[config.mk]
export PLATFORM = sky130hd
export DESIGN_NAME = pipe_stage_reg
export DESIGN_NICKNAME = d
export VERILOG_FILES = /design/src/rtl/pipe_stage_reg.sv
export SDC_FILE = /design/constraint.sdc
export NUM_CORES = 1
export LEC_CHECK = 0
export BUFFER_PORTS_ARGS = -buffer_cell sky130_fd_sc_hd__buf_2
export CORE_MARGIN = 1
export CORE_UTILIZATION = 35
export DETAILED_ROUTE_END_ITERATION = 8
export SLEW_MARGIN = 10
export SYNTH_ARGS = -nofsm -noshare
export SYNTH_HDL_FRONTEND = slang
export SYNTH_SLANG_ARGS = --single-unit
[constraint.sdc]
create_clock -name clk -period 5.5 [get_ports clk]
set_input_delay 0 -clock clk [delete_from_list [all_inputs] [get_ports clk]]
set_output_delay 0 -clock clk [all_outputs]
set_load 0.005 [all_outputs]
[src/rtl/pipe_stage_reg.sv]
// pipe_stage_reg
// ---------------------------------------------------------------------------
// One pipeline register between two stages.
//
// On every rising edge exactly one action applies, highest priority first:
//   flush  : insert a NOP bubble. Counters are left unchanged.
//   bubble : the upstream stage stalls and downstream runs. Insert a NOP
//            and count it in bubble_cnt.
//   hold   : both stages stall. Keep the contents and count the cycle in
//            hold_cnt.
//   load   : the upstream stage runs. Take in_data, or NOP if in_valid = 0.
//            This happens even if the downstream stage is stalled, because
//            the upstream stage is authoritative.
//
// Both counters saturate at all-ones. cnt_clr clears both counters and wins
// over a simultaneous increment.
//
// Ports
//   clk        in   sole clock, rising edge
//   rst        in   asynchronous, active-high reset
//   stall      in   STALL_W per-stage stop requests (1 = stop); only
//                   stall[STAGE] (up) and stall[STAGE+1] (dn) are used
//   flush      in   synchronous discard of current contents
//   cnt_clr    in   synchronous clear of both counters
//   in_data    in   DATA_W payload from the upstream stage
//   in_valid   in   upstream payload is a real instruction
//   out_data   out  DATA_W registered payload to the downstream stage
//   out_valid  out  registered valid flag
//   bubble_cnt out  CNT_W count of bubbles inserted by stall
//   hold_cnt   out  CNT_W count of cycles spent holding
// ---------------------------------------------------------------------------
module pipe_stage_reg #(
  parameter int                DATA_W   = 128,
  parameter int                STAGE    = 2,
  parameter int                STALL_W  = 6,
  parameter logic [DATA_W-1:0] NOP_DATA = {DATA_W{1'b0}},
  parameter int                CNT_W    = 16
) (
  input  logic               clk,
  input  logic               rst,
  input  logic [STALL_W-1:0] stall,
  input  logic               flush,
  input  logic               cnt_clr,
  input  logic [DATA_W-1:0]  in_data,
  input  logic               in_valid,
  output logic [DATA_W-1:0]  out_data,
  output logic               out_valid,
  output logic [CNT_W-1:0]   bubble_cnt,
  output logic [CNT_W-1:0]   hold_cnt
);

  // The downstream stall bit must exist inside the stall vector.
  if ((STAGE < 0) || (STAGE + 1 > STALL_W - 1)) begin : g_bad_stage
    $error("pipe_stage_reg: STAGE+1 must be <= STALL_W-1");
  end

  typedef enum logic [1:0] {
    ACT_LOAD   = 2'd0,
    ACT_HOLD   = 2'd1,
    ACT_BUBBLE = 2'd2,
    ACT_FLUSH  = 2'd3
  } action_t;

  // Saturating increment: the counter sticks at all-ones instead of wrapping.
  function automatic logic [CNT_W-1:0] sat_inc(input logic [CNT_W-1:0] v);
    logic [CNT_W-1:0] r;
    if (v == {CNT_W{1'b1}}) begin
      r = v;
    end else begin
      r = v + CNT_W'(1);
    end
    return r;
  endfunction

  logic              up_s;
  logic              dn_s;
  action_t           act_s;
  logic [DATA_W-1:0] data_nxt_s;
  logic              valid_nxt_s;
  logic [CNT_W-1:0]  bubble_nxt_s;
  logic [CNT_W-1:0]  hold_nxt_s;

  // Only two stall bits matter. The remaining bits are folded into this
  // signal so that ignoring them is clearly intentional.
  logic unused_stall_s;
  assign unused_stall_s = ^stall;

  // Choose the single action for this edge, in priority order.
  always_comb begin
    up_s  = stall[STAGE];
    dn_s  = stall[STAGE+1];
    act_s = ACT_LOAD;
    if (flush) begin
      act_s = ACT_FLUSH;
    end else if (up_s && !dn_s) begin
      act_s = ACT_BUBBLE;
    end else if (up_s && dn_s) begin
      act_s = ACT_HOLD;
    end else begin
      act_s = ACT_LOAD;
    end
  end

  // Compute next payload, valid flag and counter values from the action.
  always_comb begin
    data_nxt_s   = out_data;
    valid_nxt_s  = out_valid;
    bubble_nxt_s = bubble_cnt;
    hold_nxt_s   = hold_cnt;
    case (act_s)
      ACT_FLUSH: begin
        data_nxt_s  = NOP_DATA;
        valid_nxt_s = 1'b0;
      end
      ACT_BUBBLE: begin
        data_nxt_s   = NOP_DATA;
        valid_nxt_s  = 1'b0;
        bubble_nxt_s = sat_inc(bubble_cnt);
      end
      ACT_HOLD: begin
        hold_nxt_s = sat_inc(hold_cnt);
      end
      ACT_LOAD: begin
        // An invalid slot is sanitised, so in_data never leaks when it may
        // be undefined.
        if (in_valid) begin
          data_nxt_s  = in_data;
          valid_nxt_s = 1'b1;
        end else begin
          data_nxt_s  = NOP_DATA;
          valid_nxt_s = 1'b0;
        end
      end
      default: begin
        data_nxt_s  = NOP_DATA;
        valid_nxt_s = 1'b0;
      end
    endcase
    // A clear discards any increment on the same edge.
    if (cnt_clr) begin
      bubble_nxt_s = {CNT_W{1'b0}};
      hold_nxt_s   = {CNT_W{1'b0}};
    end else begin
      bubble_nxt_s = bubble_nxt_s;
      hold_nxt_s   = hold_nxt_s;
    end
  end

  // State registers; reset acts immediately and discards any held payload.
  always_ff @(posedge clk or posedge rst) begin
    if (rst) begin
      out_data   <= NOP_DATA;
      out_valid  <= 1'b0;
      bubble_cnt <= {CNT_W{1'b0}};
      hold_cnt   <= {CNT_W{1'b0}};
    end else begin
      out_data   <= data_nxt_s;
      out_valid  <= valid_nxt_s;
      bubble_cnt <= bubble_nxt_s;
      hold_cnt   <= hold_nxt_s;
    end
  end

endmodule

==> results of run 1 <==
==> routing by layer <==
metal / wire length (um) / vias up / track usage, %
met3: 1225 / 50 / 5.481
li1: - / 2727 / -
met2: 10240 / 261 / 36.41
met1: 8074 / 2989 / 26.05
met5: 0 / - / 0
met4: 702 / 0 / 10.87
==> power breakdown <==
part | switching (uW) | internal [uW]
Sequential | 19.0 | 1210
Combinational | 112 | 139
Clock | 517 | 686
==> cells by family (layout without fill, tap and decap cells) <==
| logic type | after synthesis | after routing | synth area share [%] |
|---|---|---|---|
| buf+inv | 44 | 466 | 2.834 |
| simple gates | 95 | 95 | 9.250 |
| flops | 161 | 161 | 63.37 |
| compound gates | 182 | 182 | 22.93 |
| mux | 7 | 7 | 1.220 |
| fa+ha+maj | 2 | 2 | 0.3936 |
==> cell usage in the layout, fill, tap and decap left out, drive strengths merged, types with 3 or more instances in the layout <==
cell type,instances
buf,300
dfrtp,161
dlygate4sd3,129
a22o,128
a21oi,23
clkbuf,18
o31ai,15
or4,13
inv,13
nand4,11
nand2,11
nand3,11
nor2,10
nor2b,7
and3,6
mux2,6
o21ai,6
or3,5
and4,4
nor3,4
nor4,4
and2,3
==> worst register-to-register path, stage by stage (launching register included) <==
cell,delay (ps)
dfrtp_1,400
ha_1,240
nand4_1,140
nor4_2,620
buf_4,300
nor4_1,80
mux2_2,290
==> timing repair <==
item                      in CTS  in global routing
resized for setup              0                  0
hold endpoints to repair     204                  0
hold buffers                 129                  0
==> worst max path at each step <==
stage,end,from
CTS,hold_cnt[13],hold_cnt[0]
detailed placement,hold_cnt[15],flush
global route,hold_cnt[15],hold_cnt[0]
floorplan,bubble_cnt[0],rst
global placement,hold_cnt[13],hold_cnt[0]
finish,hold_cnt[13],hold_cnt[0]
==> state kept, by name (all words and copies together) (netlist names) <==
register	cells
bubble_cnt	16
out_valid	1
out_data	128
hold_cnt	16
==> cell usage after synthesis, drive strengths merged <==
cell and instances:
nand2 11, nand4 11, and3 6, and3b 1, or3 5, nor3b 2, nor4 4, clkbuf 35
buf 4, o311ai 2, nand3b 2, a22o 128, a31oi 2, a21o 1, nor2 10, o21ai 6
a21oi 23, o31ai 15, mux2 6, nand3 11, nor4b 1, o211ai 2, and2 3, nor3 4
mux2i 1, ha 2, dfrtp 161, or4 13, and4 4, nor2b 7, inv 5, o41ai 2
a311oi 1
==> stage by stage <==
| step | instance area, sq um | total power [uW] | setup slack (ps) | utilization (%) | std cells |
|---|---|---|---|---|---|
| 2_1_floorplan | 6357 | 1327 | 1152 | - | 491 |
| 3_3_place_gp | 8005 | 1425 | 3398 | 45.65 | 977 |
| 3_5_place_dp | 8005 | 1432 | 3308 | 45.65 | 977 |
| 4_1_cts | 9892 | 2712 | 3334 | 56.41 | 1138 |
| 5_1_grt | 9892 | 2786 | 3136 | 56.41 | 1138 |
| 6_report | 9892 | 2689 | 3329 | 56.41 | 1138 |
==> final cells by class <==
type | instances | area [sq um]
Fill cell | 1457 | 7645
Sequential cell | 161 | 4029
Timing Repair Buffer | 429 | 2805
Multi-Input combinational cell | 286 | 2157
Clock buffer | 18 | 429.2
Tap cell | 225 | 281.5
Clock inverter | 14 | 166.4
Inverter | 5 | 23.77
==> results.py, run 1 <==
metrics = {
    "critical_path": {
        "end_kind": "register",
        "r2r_start": "hold_cnt[0]",
        "r2r_end": "hold_cnt[13]",
        "critical_path_arrival_ps": 2470,
        "cp_slowest_cell": "nor4_2",
        "required_ps": 5800,
        "r2r_cells": 6,
        "worstSetupStartpointType": "register",
        "critPathBufInv": 1,
        "cp.depth": 6,
        "path_cells": "ha_1, nand4_1, nor4_2, buf_4, nor4_1, mux2_2",
        "critPathTopFamily": "simple AND/OR/NAND/NOR gates",
        "critPathMaxStageDelay_ps": 620,
        "crit_type": "register to register",
        "r2r_slack_ps": 3330,
        "critPathMaxFanout": 14,
    },
    "sta": {
        "fmax_mhz": 460.6,
        "setup_viol": 0,
        "fin_worst_skew_ps": 5.590,
        "max-slew-margin-rel_pct": 29.47,
        "worst_pin_slew_ps": 1058,
        "rsz0062_at_grt": "no",
        "hold_viol_final": 0,
        "drv_slew": 0,
        "fin_crit_sh_pct": 39.47,
        "hold_ws_ps": 58.60,
        "min_period_ps": 2171,
        "finalSetupTns_ps": 0,
    },
    "clock_network": {
        "htreeDepth": 4,
        "cts_buffers": 17,
        "clock_latency_ps": 410,
        "clkTransAtPathRegs_ps": 70,
        "cts_tree": "yes",
        "post-cts-setup-buffer-count": 0,
        "cts_root_buf": "clkbuf_16",
        "cts_sinks": 161,
        "clockBufferDepth": 2,
    },
    "grt": {
        "grt_usage_pct": 21.77,
        "grt_overflow": 0,
        "grt_pass1_wl_um": 31350,
        "antenna_found_initial": 0,
        "grt_max_degree": 86,
        "grt_pass1_vias": 6216,
    },
    "placed_design": {
        "gp_congestion": 0.8625,
        "portBuffers": 295,
        "place_hpwl_um": 12710,
    },
    "pwr": {
        "ir_drop_uv": 197.4,
        "p_leak_uw": 0.005156,
        "power_per_cell_area_mw_per_mm2": 271.8,
    },
    "routing": {
        "vias": 6027,
        "drtIter0Drc": 310,
        "drc": 0,
        "ant_nets": 0,
        "viasPerCell": 5.296,
        "wl_per_cell_um": 17.79,
        "routed_wl_um": 20240,
        "firstDrtPassIters": 5,
    },
    "logic_synthesis": {
        "synth_top_area_cell": "dfrtp_1",
        "yosysSeqAreaShare_pct": 63.37,
        "yosysTopAreaCellShare_pct": 63.37,
        "synth_seq_cells": 161,
        "syn_nets": 632,
        "yosysUniqueCellTypes": 39,
        "synth_area_leaders": "dfrtp_1 63%, a22o_1 18%, clkbuf_1 2.0%",
        "postSynthAreaPerCell_sq_um": 12.95,
        "ys_warn_count": 0,
        "synthCells": 491,
        "syn-cell-area_sq_mm": 0.006357,
    },
    "run": {
        "maxCapViolCount": 0,
    },
    "min_path": {
        "hold_class": "input pin to register",
        "hp-start": "stall[3]",
        "whs_path_depth": 4,
        "whs_endpoint": "bubble_cnt[6]",
    },
    "layout": {
        "drive_above_1_share_pct": 37.68,
        "antenna_cells": 0,
        "nNetsFinal": 1041,
        "syn_to_final_growth_pct": 55.60,
    },
    "status": {
        "status": "completed",
    },
    "floorplanning": {
        "core_sq_mm": 0.01754,
        "initial_utilization_pct": 36.25,
        "dieArea_sq_mm": 0.01871,
        "io_pins": 300,
        "die_h_um": 136.8,
        "die_x_um": 136.8,
        "rows": 48,
    },
}
Note: power is estimated with default switching activity, not from simulation.
==> inputs of run 2 (changes only) <==
--- a/config.mk
+++ b/config.mk
@@ -9,6 +9,7 @@
 export CORE_MARGIN = 1
 export CORE_UTILIZATION = 35
 export DETAILED_ROUTE_END_ITERATION = 8
+export PLACE_DENSITY = 0.65
 export SLEW_MARGIN = 10
 export SYNTH_ARGS = -nofsm -noshare
 export SYNTH_HDL_FRONTEND = slang
==> constraint.sdc (replaced) <==
create_clock -name clk -period 1.75 [get_ports clk]
set_input_delay 0 -clock clk [delete_from_list [all_inputs] [get_ports clk]]
set_output_delay 0 -clock clk [all_outputs]
set_load 0.005 [all_outputs]
==> run 2 against run 1 <==
Effect of this change: register-to-register slack got worse by 3200 ps; first-iteration DRC count shrank 17%; cell count grew 2.5%; critical endpoint is now hold_cnt[9].
==> results.py, run 2 (same netlist as run 1, synthesis figures left out) <==
metrics = {
    "status": {
        "status": "completed",
    },
    "routing": {
        "wl_per_cell_um": 17.53,
        "vias": 5930,
        "ant_nets": 0,
        "routed_wl_um": 20440,
        "drc": 0,
        "viasPerCell": 5.086,
        "drtIter0Drc": 256,
        "firstDrtPassIters": 4,
    },
    "layout": {
        "multi_input_area_sq_mm": 0.002231,
        "largest_reg_flops": 128,
        "fill_cells": 1431,
        "fin_util_pct": 58.40,
        "fin_area_sq_mm": 0.01024,
        "final_cell_mix": "295 x buf_2, 158 x dfrtp_1, 129 x dlygate4sd3_1",
        "top_regs": "out_data: 128 flops, bubble_cnt: 16 flops, hold_cnt: 16 flops",
        "final_common_cell": "buf_2",
        "regMostFlops": "out_data",
        "seq_area_sq_mm": 0.004033,
        "nNetsFinal": 1070,
        "syn_to_final_growth_pct": 61.09,
        "drive_above_1_share_pct": 41.34,
        "antenna_cells": 0,
    },
    "floorplanning": {
        "die_x_um": 136.8,
        "dieArea_sq_mm": 0.01871,
        "rows": 48,
        "die_h_um": 136.8,
        "core_sq_mm": 0.01754,
        "initial_utilization_pct": 36.25,
        "io_pins": 300,
    },
    "clock_network": {
        "cts_buffers": 17,
        "clkTransAtPathRegs_ps": 70,
        "cts_root_buf": "clkbuf_16",
        "clock_latency_ps": 420,
        "htreeDepth": 4,
        "cts_tree": "yes",
        "cts_sinks": 161,
        "clockBufferDepth": 2,
    },
    "pwr": {
        "power_per_cell_area_mw_per_mm2": 816.3,
        "p_leak_uw": 0.005309,
        "power_uw": 8360,
        "internal_power_uw": 6202,
        "p_comb_share_pct": 9.9,
        "ir_drop_uv": 567.8,
        "p_seq_share_pct": 46.3,
        "sw_frac_of_total_pct": 25.81,
        "power.switching_uw": 2158,
        "clkPwrFrac_pct": 43.8,
    },
    "sta": {
        "rsz0062_at_grt": "no",
        "max-slew-margin-rel_pct": 58.21,
        "hold_ws_ps": 44.66,
        "setup_viol": 0,
        "min_period_ps": 1665,
        "fin_worst_skew_ps": 8.282,
        "drv_slew": 0,
        "finalSetupTns_ps": 0,
        "worst_pin_slew_ps": 626.9,
        "hold_viol_final": 0,
        "fin_crit_sh_pct": 95.13,
        "fmax_mhz": 600.7,
    },
    "grt": {
        "antenna_found_initial": 0,
        "grt_usage_pct": 21.99,
        "grt_pass1_wl_um": 31440,
        "grt_max_degree": 125,
        "grt_overflow": 0,
        "grt_pass1_vias": 6002,
    },
    "critical_path": {
        "critical_path_arrival_ps": 2010,
        "crit_start": "hold_cnt[0]",
        "worstSetupStartpointType": "register",
        "crit_type": "register to register",
        "critPathMaxFanout": 14,
        "crit_end": "hold_cnt[9]",
        "required_ps": 2100,
        "end_kind": "register",
        "r2r_end": "hold_cnt[9]",
        "r2r_slack_ps": 90,
        "r2r_cells": 6,
        "r2r_start": "hold_cnt[0]",
    },
    "placed_design": {
        "portBuffers": 295,
        "gp_congestion": 0.8095,
        "place_hpwl_um": 12800,
        "dpl-instance-area_sq_mm": 0.008277,
    },
    "min_path": {
        "hold_class": "input pin to register",
    },
    "run": {
        "maxCapViolCount": 0,
    },
}
[run 2: repair_timing]
action / CTS / global route
pin swaps: 0 / 2
endpoints found under the hold margin: 146 / 0
endpoints found under the setup margin: 1 / 15
resized for setup: 1 / 19
buffers inserted: 0 / 1
cloned: 0 / 0
hold buffers: 129 / 0
[run 2: metal layers]
metal / up-vias / track usage [%] / share of wire [%]
li1: 2786 / - / -
met1: 2904 / 26.36 / 40
met2: 202 / 37.39 / 51
met3: 38 / 5.519 / 5.7
met4: 0 / 9.463 / 3.0
met5: - / 0 / 0
[run 2: worst min-delay path by stage]
stage / from / to / slack (ps) / cells past startpoint
after floorplan: in_data[0] / out_data[0] / 130 / 1
after global placement: rst / bubble_cnt[15] / 80 / 2
after detailed placement: rst / bubble_cnt[15] / 80 / 2
after CTS: cnt_clr / bubble_cnt[13] / 10 / 2
after global routing: cnt_clr / bubble_cnt[14] / 60 / 2
final: cnt_clr / bubble_cnt[9] / 40 / 2
[run 2: stage by stage]
step | instances | setup slack, ps
finish | 1166 | 85.19
global route | 1166 | 3.220
CTS | 1165 | 4.304
detailed placement | 1005 | 23.66
global placement | 1005 | 49.50
floorplan | 491 | -292.8
[run 2: power by group through the flow]
stage	Sequential [uW]	Clock (uW)	Combinational, uW
after floorplan	3950	0	224
after global placement	3940	0	590
after detailed placement	3940	0	599
after CTS	3870	3740	824
after global routing	3880	3900	902
final	3870	3660	829
[run 2: layout make-up]
cell class / instances / share of cell area [%]
well taps: 225 / 2.749
multi-input cells: 286 / 21.78
clock inverters: 14 / 1.588
clock buffers: 17 / 4.154
flip-flops and latches: 161 / 39.38
inverters: 5 / 0.2199
repair buffers: 458 / 30.13
[run 2: worst max-delay path: stages (launching register included)]
cell and delay, ps:
dfrtp_1 390, ha_2 210, nand4_1 100, nor4_2 50, buf_4 180, or4_4 520, a21oi_2 140
==> inputs of run 3 (changes only) <==
--- a/config.mk
+++ b/config.mk
@@ -9,7 +9,9 @@
 export CORE_MARGIN = 1
 export CORE_UTILIZATION = 35
 export DETAILED_ROUTE_END_ITERATION = 8
+export MAX_ROUTING_LAYER = met4
 export PLACE_DENSITY = 0.65
+export REMOVE_ABC_BUFFERS = 1
 export SLEW_MARGIN = 10
 export SYNTH_ARGS = -nofsm -noshare
 export SYNTH_HDL_FRONTEND = slang
==> run 3 against run 2 <==
Effect of this change: global-route usage up 1.8 points; first-iteration DRC count increased by 18%; combinational power is 1% higher; cell count grew 0.17%; non-clock buffer count rose by 1; critical path type unchanged; power is 3.7% higher; largest cell class unchanged; clock skew barely moved; count of clock-buffer cells in the layout is 1 higher.
==> results.py, run 3 (same netlist as run 1, synthesis figures left out) <==
metrics = {
    "floorplanning": {
        "rows": 48,
        "die_h_um": 136.8,
        "io_pins": 300,
        "die_x_um": 136.8,
        "initial_utilization_pct": 36.25,
        "core_sq_mm": 0.01754,
        "dieArea_sq_mm": 0.01871,
    },
    "routing": {
        "drc": 0,
        "routed_wl_um": 21250,
        "wl_per_cell_um": 18.19,
        "viasPerCell": 5.233,
        "ant_nets": 0,
        "firstDrtPassIters": 4,
        "drtIter0Drc": 302,
        "vias": 6112,
    },
    "pwr": {
        "p_seq_share_pct": 44.7,
        "power.switching_uw": 2080,
        "p_comb_share_pct": 9.7,
        "sw_frac_of_total_pct": 24.01,
        "ir_drop_uv": 630.9,
        "p_leak_uw": 0.005342,
        "internal_power_uw": 6586,
        "clkPwrFrac_pct": 45.6,
        "power_per_cell_area_mw_per_mm2": 846.5,
    },
    "min_path": {
        "hold_class": "input pin to register",
        "whs_path_depth": 2,
    },
    "sta": {
        "drv_slew": 0,
        "fmax_mhz": 599.7,
        "max-slew-margin-rel_pct": 57.92,
        "hold_viol_final": 0,
        "min_period_ps": 1668,
        "worst_pin_slew_ps": 631.2,
        "fin_crit_sh_pct": 95.29,
        "setup_viol": 0,
        "rsz0062_at_grt": "no",
        "fin_worst_skew_ps": 7.841,
        "hold_ws_ps": 85.52,
    },
    "critical_path": {
        "required_ps": 2060,
        "crit_type": "register to register",
        "critical_path_arrival_ps": 1970,
        "cp_slowest_cell": "dfrtp_1",
        "path_cells": "nand4_1, nor4_2, buf_4, nor4_2, mux2_2",
        "critPathMaxFanout": 10,
        "crit_top_cell": "nor4_2",
        "r2r_cells": 5,
        "critPathMaxStageDelay_ps": 440,
        "end_kind": "register",
        "worstSetupStartpointType": "register",
    },
    "layout": {
        "drive_above_1_share_pct": 40.40,
        "final_cell_mix": "295 x buf_2, 160 x dfrtp_1, 129 x dlygate4sd3_1",
        "fill_cells": 1400,
        "seq_area_sq_mm": 0.004030,
        "antenna_cells": 0,
        "multi_input_area_sq_mm": 0.002185,
        "largest_reg_flops": 128,
        "regMostFlops": "out_data",
        "final_common_cell": "buf_2",
        "top_regs": "out_data: 128 flops, bubble_cnt: 16 flops, hold_cnt: 16 flops",
        "stdcell_count": 1168,
        "syn_to_final_growth_pct": 61.03,
        "nNetsFinal": 1071,
    },
    "clock_network": {
        "cts_buffers": 17,
        "clkTransAtPathRegs_ps": 70,
        "post-cts-setup-buffer-count": 0,
        "cts_root_buf": "clkbuf_16",
        "cts_tree": "yes",
        "cts_sinks": 161,
        "htreeDepth": 4,
        "clockBufferDepth": 2,
        "clock_latency_ps": 420,
    },
    "placed_design": {
        "portBuffers": 295,
        "place_hpwl_um": 13250,
        "gp_congestion": 0.8562,
        "dp.cells": 1007,
    },
    "grt": {
        "antenna_found_initial": 0,
        "grt_overflow": 0,
        "grt_max_degree": 75,
        "grt_pass1_wl_um": 32850,
        "grt_usage_pct": 23.80,
        "grt_pass1_vias": 6184,
    },
    "run": {
        "maxCapViolCount": 0,
    },
    "status": {
        "status": "completed",
    },
}
run 3: cell type report:
| cell class | instances | area share [%] |
|---|---|---|
| sequential | 161 | 39.37 |
| timing repair buffer | 459 | 30.21 |
| multi-input combinational | 286 | 21.34 |
| clock buffer | 18 | 4.192 |
| tap | 225 | 2.750 |
| clock inverter | 14 | 1.907 |
| inverter | 5 | 0.2322 |
run 3: final timing paths:
path | start | slack, ps | to
max | hold_cnt[13] | 80 | hold_cnt[15]
min | cnt_clr | 90 | hold_cnt[6]
max reg2reg | hold_cnt[13] | 80 | hold_cnt[15]
min reg2reg | out_valid | 490 | out_valid
max in group asynchronous | rst | 930 | hold_cnt[2]
min in group asynchronous | rst | 160 | out_data[120]
run 3: through the flow:
stage / power [uW] / setup slack [ps] / util [%] / area, sq um / setup TNS [ps]
2_1_floorplan: 4175 / -5868 / - / 6196 / -1193100
3_3_place_gp: 4526 / 50.04 / 47.29 / 8293 / 0
3_5_place_dp: 4536 / -7.987 / 47.29 / 8293 / -7.987
4_1_cts: 8735 / 34.78 / 58.25 / 10210 / 0
5_1_grt: 8965 / 7.351 / 58.38 / 10240 / 0
6_report: 8666 / 82.44 / 58.38 / 10240 / 0
run 3: what timing repair did:
item / CTS / global route
hold endpoints to repair: 215 / 0
resized for setup: 1 / 6
pin swaps: 0 / 1
hold buffers: 129 / 0
setup endpoints to repair: 1 / 8
run 3: worst max-delay path, delay by kind of cell, from the launching register on:
| family | cells | cell delay [ps] |
|---|---|---|
| DFF | 1 | 440 |
| muxes | 1 | 270 |
| and+or+nand+nor | 3 | 610 |
| buffers and inverters | 1 | 230 |
run 3: power groups by stage:
stage / registers [uW] / clock network, uW / logic [uW]
4_1_cts: 3870 / 4040 / 824
6_report: 3870 / 3950 / 840
3_5_place_dp: 3930 / 0 / 602
5_1_grt: 3880 / 4170 / 908
2_1_floorplan: 3950 / 0 / 227
3_3_place_gp: 3940 / 0 / 589
run 3: per-layer routing:
layer	GRT usage, %	wire length [um]
met5	-	0
met4	12.64	931
met3	4.407	1079
met2	37.96	10600
met1	28.72	8633
